<file path="src/rtl/rx_sync_div_if.sv">
// Signal bundle between the receive-path frame marker source and the
// frame synchroniser / rate divider.
interface rx_sync_div_if;
  logic       sync_in;
  logic       en_2;
  logic       en_16;
  logic       en_32;
  logic [4:0] phase;
  logic       locked;
  logic       sync_err;

  // Side that supplies frame markers and consumes strobes and status.
  modport master (
    output sync_in,
    input  en_2, en_16, en_32, phase, locked, sync_err
  );

  // Side that is the synchroniser itself.
  modport slave (
    input  sync_in,
    output en_2, en_16, en_32, phase, locked, sync_err
  );
endinterface

</file>
<file path="src/rtl/rx_sync_div.sv">
// Frame synchroniser and rate divider. Hunts for a periodic 1-cycle frame
// marker, confirms it over several frames, then free-runs a 32-cycle phase
// counter that produces clk/2, clk/16 and clk/32 strobes while locked.
// Faults in lock are counted; enough of them drop back to hunting.
module rx_sync_div #(
  parameter int CONFIRM_N = 2,
  parameter int LOSS_N    = 3
) (
  input logic         clk,
  input logic         rst,
  rx_sync_div_if.slave bus
);

  typedef enum logic [1:0] {SEARCH, VERIFY, LOCKED} state_t;

  localparam logic [2:0] CONFIRM_MAX = 3'(CONFIRM_N);
  localparam logic [2:0] LOSS_MAX    = 3'(LOSS_N);

  state_t     state, state_nx;
  logic [4:0] phase_q, phase_nx;
  logic [2:0] confirm_q, confirm_nx;
  logic [2:0] fault_q, fault_nx;
  logic       err_q, err_nx;
  logic       on_phase, miss, is_locked;

  assign on_phase  = bus.sync_in && (phase_q == 5'd0);
  assign miss      = !bus.sync_in && (phase_q == 5'd0);
  assign is_locked = (state == LOCKED);

  // Next-state logic: hunt, confirm alignment, then track with fault budget.
  always_comb begin
    state_nx   = state;
    phase_nx   = phase_q;
    confirm_nx = confirm_q;
    fault_nx   = fault_q;
    err_nx     = 1'b0;
    case (state)
      SEARCH: begin
        phase_nx = 5'd0;
        if (bus.sync_in) begin
          phase_nx   = 5'd1;
          confirm_nx = 3'd0;
          state_nx   = VERIFY;
        end
      end
      VERIFY: begin
        phase_nx = phase_q + 5'd1;
        if (on_phase) begin
          confirm_nx = confirm_q + 3'd1;
          if (confirm_q + 3'd1 == CONFIRM_MAX) begin
            state_nx = LOCKED;
            fault_nx = 3'd0;
          end
        end else if (bus.sync_in) begin
          phase_nx   = 5'd1;
          confirm_nx = 3'd0;
        end else if (miss) begin
          state_nx = SEARCH;
          phase_nx = 5'd0;
        end
      end
      LOCKED: begin
        phase_nx = phase_q + 5'd1;
        if (on_phase) begin
          fault_nx = 3'd0;
        end else if (bus.sync_in || miss) begin
          fault_nx = fault_q + 3'd1;
          err_nx   = 1'b1;
          if (fault_q + 3'd1 == LOSS_MAX) begin
            state_nx = SEARCH;
            phase_nx = 5'd0;
          end
        end
      end
      default: begin
        state_nx = SEARCH;
        phase_nx = 5'd0;
      end
    endcase
  end

  // State register with synchronous reset back to hunting.
  always_ff @(posedge clk) begin
    if (rst) begin
      state     <= SEARCH;
      phase_q   <= 5'd0;
      confirm_q <= 3'd0;
      fault_q   <= 3'd0;
      err_q     <= 1'b0;
    end else begin
      state     <= state_nx;
      phase_q   <= phase_nx;
      confirm_q <= confirm_nx;
      fault_q   <= fault_nx;
      err_q     <= err_nx;
    end
  end

  assign bus.phase    = phase_q;
  assign bus.locked   = is_locked;
  assign bus.sync_err = err_q;
  assign bus.en_2     = is_locked && phase_q[0];
  assign bus.en_16    = is_locked && (phase_q[3:0] == 4'd15);
  assign bus.en_32    = is_locked && (phase_q == 5'd31);

endmodule
</file>
<file path="src/flat_wrapper.sv">
// flat-port wrapper written by rule: the top's interface ports become plain ports
module rx_sync_div_flat 
#(
  parameter int CONFIRM_N = 2,
  parameter int LOSS_N    = 3
)
  (clk, rst, bus_sync_in, bus_en_2, bus_en_16, bus_en_32, bus_phase, bus_locked, bus_sync_err);
  rx_sync_div_if bus_i ();
  input logic clk;
  input logic rst;
  input wire logic [$bits(bus_i.sync_in)-1:0] bus_sync_in;
  output wire logic [$bits(bus_i.en_2)-1:0] bus_en_2;
  output wire logic [$bits(bus_i.en_16)-1:0] bus_en_16;
  output wire logic [$bits(bus_i.en_32)-1:0] bus_en_32;
  output wire logic [$bits(bus_i.phase)-1:0] bus_phase;
  output wire logic [$bits(bus_i.locked)-1:0] bus_locked;
  output wire logic [$bits(bus_i.sync_err)-1:0] bus_sync_err;
  assign bus_i.sync_in = bus_sync_in;
  assign bus_en_2 = bus_i.en_2;
  assign bus_en_16 = bus_i.en_16;
  assign bus_en_32 = bus_i.en_32;
  assign bus_phase = bus_i.phase;
  assign bus_locked = bus_i.locked;
  assign bus_sync_err = bus_i.sync_err;
  rx_sync_div #(.CONFIRM_N(CONFIRM_N), .LOSS_N(LOSS_N)) u_core (.clk(clk), .rst(rst), .bus(bus_i));
endmodule
</file>
<file path="config.mk">
export PLATFORM = sky130hd
export DESIGN_NAME = rx_sync_div_flat
export DESIGN_NICKNAME = d
export VERILOG_FILES = /design/src/rtl/rx_sync_div_if.sv /design/src/rtl/rx_sync_div.sv /design/src/flat_wrapper.sv
export SDC_FILE = /design/constraint.sdc
export NUM_CORES = 1
export LEC_CHECK = 0
export ABC_AREA = 1
export BUFFER_PORTS_ARGS = -buffer_cell sky130_fd_sc_hd__buf_4
export CORE_ASPECT_RATIO = 1.25
export CORE_UTILIZATION = 25
export DETAILED_ROUTE_END_ITERATION = 12
export GPL_TIMING_DRIVEN = 0
export PLACE_DENSITY_LB_ADDON = 0.2
export SLEW_MARGIN = 20
export SYNTH_ARGS = -nofsm -noshare
export SYNTH_HDL_FRONTEND = slang
export SYNTH_SLANG_ARGS = --single-unit
</file>
<file path="constraint.sdc">
create_clock -name clk -period 1.45 [get_ports clk]
set_clock_uncertainty 0.2 [all_clocks]
set_input_delay 0.0725 -clock clk [delete_from_list [all_inputs] [get_ports clk]]
set_output_delay 0.0725 -clock clk [all_outputs]
set_load 0.02 [all_outputs]
</file>
; Word-level counts from Yosys, hierarchy flattened
; Index checks and enable logic that the tools add are counted.
[classes]
addsub = 3
eq_ne = 16
mux = 26
bitwise = 1
n_reduce_logical = 14
[op_table]
columns = operator, count
row1 = 5-bit two-way mux, 6
row2 = 3-bit two-way mux, 6
row3 = 2-bit two-way mux, 8
row4 = 5-bit one-hot mux with 3 select lines, 1
row5 = 3-bit one-hot mux with 2 select lines, 2
row6 = 2-bit inequality test (second input constant), 4
row7 = 7-bit AND reduction, 1
row8 = 3-bit by 1-bit adder with 3-bit output (second input constant), 2
row9 = 3-bit by 2-bit == test with 1-bit output (second input constant), 2
row10 = 3-bit by 2-bit inequality test with 1-bit output (second input constant), 2
row11 = 2-bit one-hot mux with 3 select lines, 1
row12 = 5-bit by 1-bit adder with 5-bit output (second input constant), 1
row13 = 5-bit == test (second input constant), 1
row14 = 1-bit logical AND, 5
row15 = 5-bit zero test, 1
row16 = 4-bit == test (second input constant), 1
row17 = 2-bit by 1-bit inequality test with 1-bit output (second input constant), 2
row18 = 4-bit AND reduction, 1
row19 = 2-bit nonzero test, 2
row20 = 3-bit by 1-bit inequality test with 1-bit output (second input constant), 1
row21 = 3-bit inequality test (second input constant), 1
row22 = 3-bit OR reduction, 1
row23 = 2-bit by 1-bit == test with 1-bit output (second input constant), 1
row24 = 2-bit == test (second input constant), 1
row25 = 5 further kinds, 6
[word_totals]
ff_bits = 14
inputBits = 3
out_inout_bits = 10
elab_cells = 65

; Depth between registers and ports, before layout
[depth]
ltp_word = 6
mapped_depth = 12
depth_no_buf = 12

; Worst setup path after synthesis
; No wires, ideal clock.
[synth_timing]
path_kind = register to register
startpoint = register u_core.phase_q[0], in the netlist u_core.bus.phase[0]
endpoint = register u_core.phase_q[2], in the netlist u_core.bus.phase[2]
setup_ns = 0.116
t_arrival_ns = 1.462
t_required_ns = 1.134
slack_ns = -0.328
path_stages_with_launch = 11
n_path_buf = 0
period_less_slack_ns = 1.778
cell_sequence = dfxtp_1 > inv_1 > ha_1 > inv_1 > nor2_1 > nand3_1 > nand3b_1 > nand2_1 > nand3_1 > nand2_1 > nor2_1
[synth_between]
elab_chain_len = 6
word_cells_on_any_way = 12
classes_between = add/sub (1) / mux (7) / reduce/logical (4)
[synth_lines]
columns = element, line_no
row1 = from (decl), rx_sync_div.sv:20  ; logic [4:0] phase_q, phase_nx;
row2 = from (signal assigned), rx_sync_div.sv:92  ; phase_q <= phase_nx;
row3 = branches (longest 5 deep; another with 5-bit by 1-bit adder with 5-bit output), --
row4 = 5-bit one-hot mux with 3 select lines *, rx_sync_div.sv:37  ; case (state)
; Every way passes the cells marked *.
; A chain may end at the register's enable or synchronous reset.

; Final worst setup path
[layout_timing]
startpoint = register u_core.phase_q[1], in the netlist u_core.bus.phase[1]
endpoint = register u_core.state[0]
[layout_between]
elab_chain_len = 5
word_cells_on_any_way = 12
classes_between = eq/ne (5) / mux (2) / reduce/logical (5)
[layout_lines]
columns = element, line_no
row1 = 5-bit zero test *, "rx_sync_div.sv:26, rx_sync_div.sv:27"
row2 = 1-bit logical AND, rx_sync_div.sv:27  ; assign miss = !bus.sync_in && (phase_q == 5'd0);
row3 = 1-bit logical OR, rx_sync_div.sv:66  ; end else if (bus.sync_in || miss) begin
row4 = 2-bit inequality test (no source line), --
row5 = 7-bit AND reduction (no source line), --
row6 = to (signal assigned), rx_sync_div.sv:91  ; state <= state_nx;
row7 = to (decl), rx_sync_div.sv:19  ; state_t state, state_nx;
; Mark *: on every way between the ends. The rest lies on a longest branch, timed or not.

==> results.txt <==
- Result of the run: finished, violations left
* Failing checks: negative setup slack
- Total global routing track utilization: 0.130
* Number of failing setup endpoints in the final timing report: 13
* Leakage: 0.611 nW
- Die outline height: 70.1 um
- Detailed placer's ending HPWL: 1650 um
- Of the available clock period, the critical path in the final layout requires 1.13.
- Critical path data arrival time: 1.62 ns
* Std-Cell Core Area: 0.00351 sq mm
* Max transition margin: 0.757
* Summed instance area of the synthesized netlist: 927 sq um
- Relative to the synthesized area, the layout overhead comes to 50.9%.
- Proportion of layout cells with a drive suffix above 1: 0.516
- Die Footprint: 0.00396 sq mm
* Count of state elements after synthesis: 14
* Portion of synthesized cell area occupied by the leading cell type: 0.302
- Minimum clock period: 1.63 ns
* Total grt overflow: 0
- # H-tree levels: 1
* Clock tree from TritonCTS: built
* Final-stage net count: 172
- Final standard cell utilization of the core: 0.398
* Data required time at the worst endpoint: 1.44 ns
- The number of global-route vias before repair is 928.
- Post-synthesis area per instance: 6.92 sq um
- The synthesized design spends more area on one cell type than any other, namely dfxtp_1.
- Clock latency reported for the late side of the worst-skew pair: 0.25 ns
- After clock tree synthesis, the clock-pin slew on the worst setup and hold paths is 0.06 ns.
- The first detailed-routing pass ran for 4 iterations.
- Once routing completed, OpenROAD measured the worst setup slack at -0.184 ns.
- Classification of the worst-slack hold path: in2reg
- IR Drop Worst-Case VDD: 702 uV
- Top-level I/O count: 13
- Endpoints failing hold: 0
* Final max-slew violation count: 0
- Row count: 24
* Post-route DRC: 0
- When the netlist entered floorplanning its net count stood at 144.
* Cell area after layout: 0.00140 sq mm
* Setup repair after global routing missed its margin: yes
* Most frequent cells in the layout: 19 x nand2_1, 19 x buf_4, 15 x nor2_1
- Dividing the detail-routed via count by the number of cells gives 4.59.
* Pin count of the biggest net entering global routing: 9
- Final total power: 2.10 mW
- WS Path Type: reg2reg
* Routed wire length: 2310 um
- Clock tree root driver cell: clkbuf_8
- Setup total negative slack on the finished layout was measured at -1.93 ns.
- Worst Hold Margin: 0.0519 ns
- Ranking of synthesized cells by area: dfxtp_1 30%, nand2_1 11%, ha_1 9.4%
* Setup WS pre-CTS: -0.208 ns
- Dividing the detail-routed wire length by the instance count gives 11.6 um.
- For this configuration, the core starts out at a cell density of 0.264.
- Portion of the post-synthesis area used by sequential elements: 0.302
- For this run, the top clock speed supported by timing is 0.612 GHz.
* Initial DRC count: 22
- The number of antenna violations at the first check in global routing is 0.
- Worst-margin pin slew: 0.363 ns
- Floorplan die width: 56.5 um
- Distinct cell type count after synthesis: 26
- Cells after Synth: 134
- Type of element launching the critical path: flip-flop
- The detailed router placed 918 vias in this run.
* Placed cell areas: 0.00112 sq mm
* Global placer's final weighted congestion: 0.735
- Inst Count DP: 185
- CTS buffer count: 3
- Critical path capture point type: flip-flop
* Max Cap Viol: 0
- Once detail routing completed, the nets flagged for antenna violations numbered 0.
- Post-Layout Cell Count: 200
- For this design the ratio of total power to cell area is 1500 mW/mm^2.
* Buffers added on ports: 12
- First-pass GRT wire length: 4060 um
- No sink is reached through more buffers than the 2 on the longest clock path.
- N_diodes: 0
- In this run the worst path has a maximum fanout of 4.
- Yosys warning count: 0
- Clock tree synthesis found a total of 14 sinks.
-- synthesized netlist by cell type, drive strengths merged --
library cell / instances
nand3: 14
o22ai: 1
xnor2: 1
nor2: 28
dfxtp: 14
a21oi: 4
nand3b: 2
inv: 24
ha: 7
a211oi: 1
nor4: 1
nor3: 2
o21a: 1
xor2: 1
nand2: 31
o21ai: 1
o31ai: 1
-- cell families after synthesis --
group | synth area share
AOI/OAI and AO/OA | 0.0621
and+or+nand+nor | 0.420
adders and majority gates | 0.0945
buffers and inverters | 0.103
DFF | 0.302
xor gates and xnor gates | 0.0189
-- final timing paths --
kind,start,to,slack [ns],cells after the start
worst max-delay path,u_core.bus.phase[1]$_SDFF_PP0_,u_core.state[0]$_SDFFE_PP0P_,-0.18,12
worst max register to register,u_core.bus.phase[1]$_SDFF_PP0_,u_core.state[0]$_SDFFE_PP0P_,-0.18,12
worst min register to register,u_core.confirm_q[0]$_SDFFE_PP0P_,u_core.confirm_q[0]$_SDFFE_PP0P_,0.31,1
worst min-delay path,bus_sync_in,u_core.confirm_q[1]$_SDFFE_PP0P_,0.05,5
-- area by class of cell --
class	instances	area [sq um]
Clock buffer	4	55.1
Inverter	24	103
Multi-Input combinational cell	96	711
Sequential cell	14	295
Timing Repair Buffer	23	186
Fill cell	371	2110
Tap cell	39	48.8
-- repair_timing --
item | 4_1_cts | 5_1_grt
hold endpoints to repair | 4 | 0
setup endpoints to repair | 16 | 16
hold buffers | 1 | 0
buffers inserted | 9 | 1
pin swaps | 18 | 21
resized for setup | 21 | 17
-- worst max-delay path: stages, from the launching register on --
cell and delay, ns:
dfxtp_4 0.37, inv_4 0.06, ha_4 0.13, inv_2 0.04, nor2_4 0.15, nand2_4 0.10, nand2_2 0.11, nand2_2 0.06
nor2_4 0.10, nand2_2 0.06, nand2_1 0.05, nand2_1 0.05, nor2_1 0.10
-- sequential cells by signal, indices dropped and copies added (netlist names) --
name and cells:
u_core.confirm_q 3, u_core.fault_q 3, u_core.bus.sync_err 1, u_core.state 2, u_core.bus.phase 5
-- power breakdown --
group / internal [mW] / switching [mW] / total (mW)
registers: 0.468 / 0.0852 / 0.554
logic: 0.464 / 0.685 / 1.15
clock network: 0.241 / 0.156 / 0.397
total: 1.17 / 0.926 / 2.10
-- per-layer routing --
metal / routed length, um / GRT usage / vias up
met2: 1230 / 0.239 / 20
met1: 944 / 0.138 / 421
li1: - / - / 471
met5: 0 / 0 / -
met3: 75 / 0.0222 / 6
met4: 60 / 0.0650 / 0
Power figures use the tool's default switching activity.
